**config.mk**
```make
export PLATFORM = sky130hd
export DESIGN_NAME = sys_cmd_host
export DESIGN_NICKNAME = d
export VERILOG_FILES = /design/src/rtl/sys_pkg.sv /design/src/rtl/sys_cmd_host_rsp_timeout_cnt.sv /design/src/rtl/sys_cmd_host.sv
export SDC_FILE = /design/constraint.sdc
export NUM_CORES = 1
export LEC_CHECK = 0
export ABC_AREA = 1
export BUFFER_PORTS_ARGS = -buffer_cell sky130_fd_sc_hd__buf_2
export CORE_ASPECT_RATIO = 1.25
export CORE_MARGIN = 2
export CORE_UTILIZATION = 55
export DETAILED_ROUTE_END_ITERATION = 8
export PLACE_DENSITY = 0.77
export SLEW_MARGIN = 20
export SYNTH_ARGS = -nofsm -noshare
export SYNTH_HDL_FRONTEND = slang
export SYNTH_SLANG_ARGS = --single-unit
```
**constraint.sdc**
```tcl
create_clock -name CLK -period 2.18 [get_ports CLK]
set_input_delay 0.654 -clock CLK [delete_from_list [all_inputs] [get_ports CLK]]
set_output_delay 0.654 -clock CLK [all_outputs]
set_load 0.01 [all_outputs]
```
**src/rtl/sys_pkg.sv**
```systemverilog
// Shared definitions for the UART command link: frame opcodes, command
// encodings, controller states and per-command frame/response lengths.
package sys_pkg;

  localparam logic [7:0] FRM_WR  = 8'hAA;
  localparam logic [7:0] FRM_RD  = 8'hBB;
  localparam logic [7:0] FRM_ALU = 8'hCC;
  localparam logic [7:0] FRM_NOP = 8'hDD;

  typedef enum logic [1:0] {
    CMD_WR  = 2'b00,
    CMD_RD  = 2'b01,
    CMD_ALU = 2'b10,
    CMD_NOP = 2'b11
  } cmd_type_e;

  typedef enum logic [1:0] {
    ST_IDLE,
    ST_SEND,
    ST_WAIT_RSP,
    ST_DONE
  } state_e;

  // Number of bytes sent toward UART TX for a command.
  function automatic logic [2:0] tx_len(input cmd_type_e t);
    case (t)
      CMD_WR:  tx_len = 3'd3;
      CMD_RD:  tx_len = 3'd2;
      CMD_ALU: tx_len = 3'd4;
      default: tx_len = 3'd2;
    endcase
  endfunction

  // Number of response bytes expected back over UART RX.
  function automatic logic [1:0] rsp_len(input cmd_type_e t);
    case (t)
      CMD_WR:  rsp_len = 2'd0;
      CMD_RD:  rsp_len = 2'd1;
      default: rsp_len = 2'd2;
    endcase
  endfunction

endpackage

```
**src/rtl/sys_cmd_host_rsp_timeout_cnt.sv**
```systemverilog
// Idle-gap counter for the response phase: cleared by the host, counts while
// enabled and raises expired once it has sat at TIMEOUT_CYCLES-1.
module rsp_timeout_cnt #(
  parameter int TIMEOUT_CYCLES = 1024,
  localparam int CNT_W = $clog2(TIMEOUT_CYCLES)
) (
  input  logic CLK,
  input  logic RST,
  input  logic clear,
  input  logic enable,
  output logic expired
);

  logic [CNT_W-1:0] cnt_q, cnt_d;

  assign expired = (cnt_q == CNT_W'(TIMEOUT_CYCLES - 1));

  always_comb begin
    cnt_d = cnt_q;
    if (clear) cnt_d = '0;
    else if (enable && !expired) cnt_d = cnt_q + 1'b1;
  end

  always_ff @(posedge CLK or negedge RST) begin
    if (!RST) cnt_q <= '0;
    else      cnt_q <= cnt_d;
  end

endmodule

```
**src/rtl/sys_cmd_host.sv**
```systemverilog
// Host end of the UART command link: serializes one command into byte frames
// toward UART TX and assembles the returned response bytes into one word.
module sys_cmd_host
  import sys_pkg::*;
#(
  parameter int FRAME_WIDTH         = 8,
  parameter int ALU_DATA_WIDTH      = 16,
  parameter int ALU_FUNC_WIDTH      = 4,
  parameter int REG_FILE_ADDR_WIDTH = 4,
  parameter int TIMEOUT_CYCLES      = 1024
) (
  input  logic                           CLK,
  input  logic                           RST,
  input  logic                           CMD_VLD,
  output logic                           CMD_RDY,
  input  logic [1:0]                     CMD_TYPE,
  input  logic [REG_FILE_ADDR_WIDTH-1:0] CMD_ADDR,
  input  logic [FRAME_WIDTH-1:0]         CMD_WDATA,
  input  logic [FRAME_WIDTH-1:0]         CMD_OPB,
  input  logic [ALU_FUNC_WIDTH-1:0]      CMD_FUNC,
  output logic [FRAME_WIDTH-1:0]         TX_P_DATA,
  output logic                           TX_D_VLD,
  input  logic                           TX_BUSY,
  input  logic [FRAME_WIDTH-1:0]         RX_P_DATA,
  input  logic                           RX_P_VLD,
  output logic                           RSP_VLD,
  output logic [ALU_DATA_WIDTH-1:0]      RSP_DATA,
  output logic                           RSP_ERR,
  output logic                           BUSY
);

  state_e                           state_q, state_d;
  cmd_type_e                        type_q, type_d;
  logic [REG_FILE_ADDR_WIDTH-1:0]   addr_q, addr_d;
  logic [FRAME_WIDTH-1:0]           wdata_q, wdata_d;
  logic [FRAME_WIDTH-1:0]           opb_q, opb_d;
  logic [ALU_FUNC_WIDTH-1:0]        func_q, func_d;
  logic [2:0]                       idx_q, idx_d;
  logic [1:0]                       rx_cnt_q, rx_cnt_d;
  logic [ALU_DATA_WIDTH-1:0]        rx_buf_q, rx_buf_d, rx_buf_nx;
  logic [FRAME_WIDTH-1:0]           tx_data_q, tx_data_d;
  logic                             tx_vld_q, tx_vld_d;
  logic                             rsp_vld_q, rsp_vld_d;
  logic [ALU_DATA_WIDTH-1:0]        rsp_data_q, rsp_data_d;
  logic                             rsp_err_q, rsp_err_d;
  logic                             cmd_rdy_q, cmd_rdy_d;
  logic                             busy_q, busy_d;
  logic                             to_expired;

  // Byte i of the frame sequence; addr/func are zero-extended to a frame.
  function automatic logic [FRAME_WIDTH-1:0] frame_byte(
    input cmd_type_e                      t,
    input logic [2:0]                     i,
    input logic [REG_FILE_ADDR_WIDTH-1:0] a,
    input logic [FRAME_WIDTH-1:0]         wd,
    input logic [FRAME_WIDTH-1:0]         ob,
    input logic [ALU_FUNC_WIDTH-1:0]      fn
  );
    logic [FRAME_WIDTH-1:0] r;
    r = '0;
    case (t)
      CMD_WR:  case (i)
                 3'd0:    r = FRAME_WIDTH'(FRM_WR);
                 3'd1:    r = FRAME_WIDTH'(a);
                 default: r = wd;
               endcase
      CMD_RD:  r = (i == 3'd0) ? FRAME_WIDTH'(FRM_RD) : FRAME_WIDTH'(a);
      CMD_ALU: case (i)
                 3'd0:    r = FRAME_WIDTH'(FRM_ALU);
                 3'd1:    r = wd;
                 3'd2:    r = ob;
                 default: r = FRAME_WIDTH'(fn);
               endcase
      default: r = (i == 3'd0) ? FRAME_WIDTH'(FRM_NOP) : FRAME_WIDTH'(fn);
    endcase
    return r;
  endfunction

  // Counter is held clear outside the response phase, so it starts at 0 on entry.
  rsp_timeout_cnt #(.TIMEOUT_CYCLES(TIMEOUT_CYCLES)) u_timeout (
    .CLK     (CLK),
    .RST     (RST),
    .clear   ((state_q != ST_WAIT_RSP) || RX_P_VLD),
    .enable  (state_q == ST_WAIT_RSP),
    .expired (to_expired)
  );

  always_comb begin
    state_d    = state_q;
    type_d     = type_q;
    addr_d     = addr_q;
    wdata_d    = wdata_q;
    opb_d      = opb_q;
    func_d     = func_q;
    idx_d      = idx_q;
    rx_cnt_d   = rx_cnt_q;
    rx_buf_d   = rx_buf_q;
    tx_data_d  = tx_data_q;
    tx_vld_d   = tx_vld_q;
    rsp_vld_d  = 1'b0;
    rsp_data_d = rsp_data_q;
    rsp_err_d  = rsp_err_q;
    cmd_rdy_d  = cmd_rdy_q;
    busy_d     = busy_q;
    rx_buf_nx  = rx_buf_q;
    if (rx_cnt_q == 2'd0) rx_buf_nx[FRAME_WIDTH-1:0] = RX_P_DATA;
    else                  rx_buf_nx[2*FRAME_WIDTH-1:FRAME_WIDTH] = RX_P_DATA;

    case (state_q)
      ST_IDLE: if (CMD_VLD) begin
        type_d    = cmd_type_e'(CMD_TYPE);
        addr_d    = CMD_ADDR;
        wdata_d   = CMD_WDATA;
        opb_d     = CMD_OPB;
        func_d    = CMD_FUNC;
        idx_d     = 3'd0;
        rx_cnt_d  = 2'd0;
        rx_buf_d  = '0;
        tx_data_d = frame_byte(cmd_type_e'(CMD_TYPE), 3'd0, CMD_ADDR, CMD_WDATA, CMD_OPB, CMD_FUNC);
        tx_vld_d  = 1'b1;
        cmd_rdy_d = 1'b0;
        busy_d    = 1'b1;
        state_d   = ST_SEND;
      end
      ST_SEND: if (!TX_BUSY) begin
        if (idx_q == tx_len(type_q) - 3'd1) begin
          tx_vld_d = 1'b0;
          if (type_q == CMD_WR) begin
            // rx_buf was cleared on accept, so a write reports zero data.
            rsp_vld_d  = 1'b1;
            rsp_data_d = rx_buf_q;
            rsp_err_d  = 1'b0;
            state_d    = ST_DONE;
          end else begin
            state_d = ST_WAIT_RSP;
          end
        end else begin
          idx_d     = idx_q + 3'd1;
          tx_data_d = frame_byte(type_q, idx_q + 3'd1, addr_q, wdata_q, opb_q, func_q);
        end
      end
      ST_WAIT_RSP: begin
        // An arriving byte takes priority over an expiry in the same cycle.
        if (RX_P_VLD) begin
          rx_buf_d = rx_buf_nx;
          rx_cnt_d = rx_cnt_q + 2'd1;
          if (rx_cnt_q + 2'd1 == rsp_len(type_q)) begin
            rsp_vld_d  = 1'b1;
            rsp_data_d = rx_buf_nx;
            rsp_err_d  = 1'b0;
            state_d    = ST_DONE;
          end
        end else if (to_expired) begin
          rsp_vld_d  = 1'b1;
          rsp_data_d = rx_buf_q;
          rsp_err_d  = 1'b1;
          state_d    = ST_DONE;
        end
      end
      default: begin
        cmd_rdy_d = 1'b1;
        busy_d    = 1'b0;
        state_d   = ST_IDLE;
      end
    endcase
  end

  always_ff @(posedge CLK or negedge RST) begin
    if (!RST) begin
      state_q    <= ST_IDLE;
      type_q     <= CMD_WR;
      addr_q     <= '0;
      wdata_q    <= '0;
      opb_q      <= '0;
      func_q     <= '0;
      idx_q      <= '0;
      rx_cnt_q   <= '0;
      rx_buf_q   <= '0;
      tx_data_q  <= '0;
      tx_vld_q   <= 1'b0;
      rsp_vld_q  <= 1'b0;
      rsp_data_q <= '0;
      rsp_err_q  <= 1'b0;
      cmd_rdy_q  <= 1'b1;
      busy_q     <= 1'b0;
    end else begin
      state_q    <= state_d;
      type_q     <= type_d;
      addr_q     <= addr_d;
      wdata_q    <= wdata_d;
      opb_q      <= opb_d;
      func_q     <= func_d;
      idx_q      <= idx_d;
      rx_cnt_q   <= rx_cnt_d;
      rx_buf_q   <= rx_buf_d;
      tx_data_q  <= tx_data_d;
      tx_vld_q   <= tx_vld_d;
      rsp_vld_q  <= rsp_vld_d;
      rsp_data_q <= rsp_data_d;
      rsp_err_q  <= rsp_err_d;
      cmd_rdy_q  <= cmd_rdy_d;
      busy_q     <= busy_d;
    end
  end

  assign CMD_RDY   = cmd_rdy_q;
  assign TX_P_DATA = tx_data_q;
  assign TX_D_VLD  = tx_vld_q;
  assign RSP_VLD   = rsp_vld_q;
  assign RSP_DATA  = rsp_data_q;
  assign RSP_ERR   = rsp_err_q;
  assign BUSY      = busy_q;

endmodule

```
After elaboration in Yosys (flattened, before gate mapping)
Cells that the tools add are included.
Widths: inputs -> output; s select.
{"block": "op_classes", "add_sub_neg": 4, "n_eq_ne": 20, "n_mux": 66, "bitwise": 1, "n_reduce_logical": 20}
{"cell": "$mux 16", "n": 8}
{"cell": "$pmux 16 s2", "n": 2}
{"cell": "$mux 8", "n": 7}
{"cell": "$pmux 8 s3", "n": 2}
{"cell": "$pmux 8 s2", "n": 2}
{"cell": "$pmux 7 s3", "n": 1}
{"cell": "$mux 10", "n": 2}
{"cell": "$mux 2", "n": 10}
{"cell": "$mux 1", "n": 17}
{"cell": "$mux 3", "n": 5}
{"cell": "$ne 2x2->1 const B", "n": 7}
{"cell": "$pmux 3 s2", "n": 2}
{"cell": "$add 10x1->10 const B", "n": 1}
{"cell": "$eq 10x10->1 const B", "n": 1}
{"cell": "$pmux 1 s2", "n": 5}
{"cell": "$logic_not 2->1", "n": 4}
{"cell": "$pmux 2 s2", "n": 2}
{"cell": "$reduce_and 4->1", "n": 2}
{"cell": "$reduce_bool 2->1", "n": 4}
{"cell": "$eq 2x1->1 const B", "n": 3}
{"cell": "$eq 2x2->1 const B", "n": 3}
{"cell": "$ne 3x3->1 const B", "n": 2}
{"cell": "$pmux 2 s3", "n": 1}
{"cell": "$reduce_and 6->1", "n": 1}
{"cell": "16 further kinds", "n": 17}
{"block": "totals", "ff_bits": 88, "input_bits": 39}

Depth between registers and ports, before layout
{"block": "logic_depth", "word_depth": 9, "ltp_mapped": 13, "mapped_depth_nobuf": 13}

Modules after synthesis
Synthesis repeated with hierarchy kept, for this count alone.
{"block": "unflattened", "hier_cells": 630, "hier_area_um2": 4847.1}
{"module": "sys_cmd_host", "n_inst": 1, "cells_each": 532, "area_per_inst_um2": 4181.5}
{"module": "rsp_timeout_cnt", "n_inst": 1, "cells_each": 98, "area_per_inst_um2": 665.6}

Worst setup path after synthesis
OpenSTA, ideal clock, no wires.
{"block": "synth_path", "path_type": "register to register", "startpoint": "register idx_q[0]", "endpoint": "register tx_data_q[2], in the netlist TX_P_DATA[2]", "setup_ps": 117, "t_arrival_ps": 1667, "required_ps": 2063, "path_slack_ps": 397, "path_stages_with_launch": 11, "path_buffers": 0, "path_cell_list": "dfrtp_1 > ha_1 > ha_1 > nor2_1 > o21ai_0 > nand2_1 > nand4_1 > nand2_1 > nand2_1 > nand2_1 > nand2_1"}
{"block": "synth_between", "elab_chain_cells": 7, "word_cells_on_any_way": 15, "classes_between": "1 x add/sub; 4 x eq/ne; 8 x mux; 2 x reduce/logical"}
{"item": "from (decl)", "line_no": "sys_cmd_host.sv:38", "source": "logic [2:0] idx_q, idx_d;"}
{"item": "from (signal assigned)", "line_no": "sys_cmd_host.sv:193", "source": "idx_q <= idx_d;"}
{"item": "$add 3x1->3", "line_no": "sys_cmd_host.sv:139", "source": "tx_data_d = frame_byte(type_q, idx_q + 3'd1, addr_q, wdata_q, opb_q, func_q);"}
{"item": "$eq 3x2->1 (tied with other cells)", "line_no": "sys_cmd_host.sv:68", "source": "CMD_ALU: case (i)"}
{"item": "$pmux 8 s3 (tied with other cells)", "line_no": "sys_cmd_host.sv:68"}
{"item": "$pmux 8 s3", "line_no": "sys_cmd_host.sv:61", "source": "case (t)"}
{"item": "$mux 8", "line_no": "sys_cmd_host.sv:126", "source": "if (idx_q == tx_len(type_q) - 3'd1) begin"}
{"item": "$mux 8", "line_no": "sys_cmd_host.sv:125", "source": "ST_SEND: if (!TX_BUSY) begin"}
{"item": "$pmux 8 s2", "line_no": "sys_cmd_host.sv:109", "source": "case (state_q)"}
{"item": "to (signal assigned)", "line_no": "sys_cmd_host.sv:196", "source": "tx_data_q <= tx_data_d;"}
{"item": "to (decl)", "line_no": "sys_cmd_host.sv:41", "source": "logic [FRAME_WIDTH-1:0] tx_data_q, tx_data_d;"}
Several ways; a longest one is shown, not always the timed one. The select of a mux whose other input is x is not followed.
A chain may end at the register's enable or synchronous reset.

Worst setup path in the final report
{"block": "layout_path", "startpoint": "register idx_q[1]", "endpoint": "register tx_data_q[2], in the netlist TX_P_DATA[2]"}
The elaborated chain is that of the path after synthesis.

==> flow_metrics.env <==
export IMPL_grt_total_usage_pct=24.22
export IMPL_diodes=0
export IMPL_dpl_hpwl_um=7557
export IMPL_ant_nets=0
export IMPL_setup_viol=0
export IMPL_grt_pass1_wl_um=17810
export IMPL_ff2ff_path_depth=13
export IMPL_clock_root_buffer="clkbuf_8"
export IMPL_cts_sinks=88
export IMPL_syn_area_mm2=0.004671
export IMPL_dr_first_iter_drc_count=248
export IMPL_finalNetCount=711
export IMPL_cp_cell_sequence="ha_1 > ha_2 > inv_1 > nand2_2 > nand2_2 > inv_1 > nand2_1 > nand3_1 > nand2_1 > nand2_1 > nand2_1 > nand2_1 > nand2_1"
export IMPL_antenna_found_initial=0
export IMPL_routabilityCongestion=0.8817
export IMPL_rr_endpoint="TX_P_DATA[2]"
export IMPL_skew_ns=0.007931
export IMPL_synth_seq_cells=88
export IMPL_design_area_mm2=0.005368
export IMPL_rows=37
export IMPL_synth_area_leader_cell="dfrtp_1"
export IMPL_synthCells=597
export IMPL_synth_common_cells="nand2_1 (173), dfrtp_1 (87), inv_1 (65), o21ai_0 (65), nor2_1 (44)"
export IMPL_clockBufferDepth=2
export IMPL_numCtsBuffers=9
export IMPL_fin_crit_sh_pct=91.57
export IMPL_avgSynthCellArea_um2=7.824
export IMPL_grt_pass1_vias=4026
export IMPL_drc=0
export IMPL_grt_max_degree=60
export IMPL_crit_path_start_kind="register"
export IMPL_insertion_delay_ns=0.37
export IMPL_die_area_mm2=0.009250
export IMPL_dpl_instance_area_mm2=0.005095
export IMPL_status="finished clean"
export IMPL_tightest_slew_ns=0.7298
export IMPL_clock_fmax_mhz=500.9
export IMPL_ys_flop_type="dfrtp_1"
export IMPL_grt_ovfl_total=0
export IMPL_synth_top_area_share_pct=46.61
export IMPL_yosysMostFrequentCell="nand2_1"
export IMPL_crit_fanout=7
export IMPL_totalWireLength_um=10290
export IMPL_firstDrtPassIters=5
export IMPL_ir_drop_mv=0.7234
export IMPL_ys_top_cells_by_area="dfrtp_1 (47%), nand2_1 (14%), o21ai_0 (7.0%), inv_1 (5.2%), nand3_1 (4.5%)"
export IMPL_area_delta_synth_final_pct=14.92
export IMPL_cpPeakStageDelay_ns=0.44
export IMPL_ff2ff_setup_slack_ns=0.18
export IMPL_yosysSeqAreaShare_pct=47.17
export IMPL_power_leakage_nw=2.889
export IMPL_maxSlewViolCount=0
export IMPL_initial_core_util_pct=56.68
export IMPL_fill_cells=732
export IMPL_cts_tree="yes"
export IMPL_crit_slowest_cell="dfrtp_1"
export IMPL_max_slew_margin_pct=51.19
export IMPL_max_cap_violations=0
export IMPL_p_per_area_mw_per_mm2=1461
export IMPL_netlist_cell_type_count=37
export IMPL_synth_edf_count=0
export IMPL_vias_per_cell=5.254
export IMPL_min_path_type="in -> async"
export IMPL_io_pins=68
export IMPL_core_mm2=0.008240
export IMPL_cp_required_ns=2.44
export IMPL_path_clk_slew_ns=0.08
export IMPL_crit_buf_inv=2
export IMPL_cp_end_kind="register"
export IMPL_cts_max_level=3
export IMPL_hold_viol_final=0
export IMPL_synth_nets=646
export IMPL_critPathTopFamily="simple AND/OR/NAND/NOR gates"
export IMPL_async_reset_ff_share_pct=100.0
export IMPL_num_vias=4009
export IMPL_grt_setup_unrepaired="no"
export IMPL_die_y_um=107.0
export IMPL_drive_gt1_share_pct=20.27
export IMPL_hold_slack_ns=0.2738
export IMPL_routedWlPerCell_um=13.48
export IMPL_crit_arrival_ns=2.26
export IMPL_reg2reg_from="idx_q[1]"
export IMPL_port_buffers=67
export IMPL_yosysWarnings=0
export IMPL_crit_path_frequent_cell="nand2_1"
export IMPL_critPathKind="reg -> reg"
export IMPL_fp_dieW_um=86.43
export IMPL_finalCriticalPeriod_ns=1.996
## placed cells by master, fill, tap and decap left out, types with 2 or more instances in the layout
master       n
buf_4       10
nand2_2      5
o31ai_1      2
nand2_4      4
o21ai_1     10
nand4_1      5
nand2_1    171
nor2_2       5
inv_2        7
inv_1       65
ha_1         9
clkbuf_8    10
nor2_4       3
mux2_2      13
buf_12       2
dfrtp_1     87
xnor2_1      3
a21oi_1     21
bufinv_16    3
clkbuf_1     2
nor2_1      43
o21ai_0     63
buf_2       66
o211ai_1     2
nand3_1     42
## metal layers
metal	vias up	track usage, %	share of wire [%]
met4	0	10.83	3.0
met3	26	4.465	4.2
met5	-	0	0
met2	116	42.42	53
met1	1840	28.54	40
li1	2027	-	-
## registers in the layout, indices dropped and copies added (netlist names)
register	cells
RSP_DATA	16
rx_buf_q	16
u_timeout.cnt_q	10
TX_P_DATA	8
opb_q	8
wdata_q	8
addr_q	4
func_q	4
idx_q	3
rx_cnt_q	2
state_q	2
type_q	2
BUSY	1
CMD_RDY	1
RSP_ERR	1
RSP_VLD	1
TX_D_VLD	1
## cell type report
cell class              instances  area, µm²  area share [%]
well taps                      97      121.4           2.261
flip-flops and latches         88       2203           41.05
repair buffers                 78      445.4           8.298
inverters                      72      270.3           5.035
clock buffers                  12      145.1           2.704
multi-input cells             413       2092           38.97
clock inverters                 3      90.09           1.678
## timing repair
action	in CTS	in global routing
hold buffers	0	0
endpoints found under the setup margin	15	10
resized for setup	2	5
pin swaps	0	1
setup buffers	0	1
## kinds of logic after synthesis
group | after synthesis | share of synthesized area (%)
flip-flops | 88 | 47.17
AO/OA/AOI/OAI | 106 | 12.30
adder cells (fa/ha/maj) | 10 | 2.679
buffers and inverters | 96 | 8.411
XOR/XNOR | 4 | 0.7502
AND/OR/NAND/NOR | 280 | 25.56
multiplexers | 13 | 3.134
## power by group
group          internal [W]  switching (W)  total (W)
Combinational       0.00137        0.00244    0.00381
Sequential          0.00228       0.000405    0.00268
Clock              0.000788       0.000556    0.00134
## worst max-delay path by stage
stage	from	to	slack, ns	cells after the start
finish	idx_q[1]	TX_P_DATA[2]	0.18	13
global route	idx_q[1]	TX_P_DATA[2]	0.02	13
CTS	idx_q[0]	TX_P_DATA[3]	0.05	9
detailed placement	state_q[0]	rx_buf_q[8]	-0.07	6
global placement	idx_q[0]	TX_P_DATA[3]	0.04	9
floorplan	idx_q[0]	TX_P_DATA[2]	0.40	10
## metrics by stage
| step | setup slack (ns) | TNS (ns) | power [W] | utilization [%] | std cells |
|---|---|---|---|---|---|
| finish | 0.1837 | 0 | 0.007841 | 65.14 | 763 |
| global route | 0.02408 | 0 | 0.008565 | 65.14 | 763 |
| CTS | 0.05083 | 0 | 0.007795 | 64.77 | 762 |
| detailed placement | -0.06973 | -0.2895 | 0.006419 | 61.83 | 747 |
| global placement | 0.03873 | 0 | 0.006275 | 61.83 | 747 |
| floorplan | 0.3966 | 0 | 0.005455 | - | 597 |
Note: power is estimated with default switching activity, not from simulation.
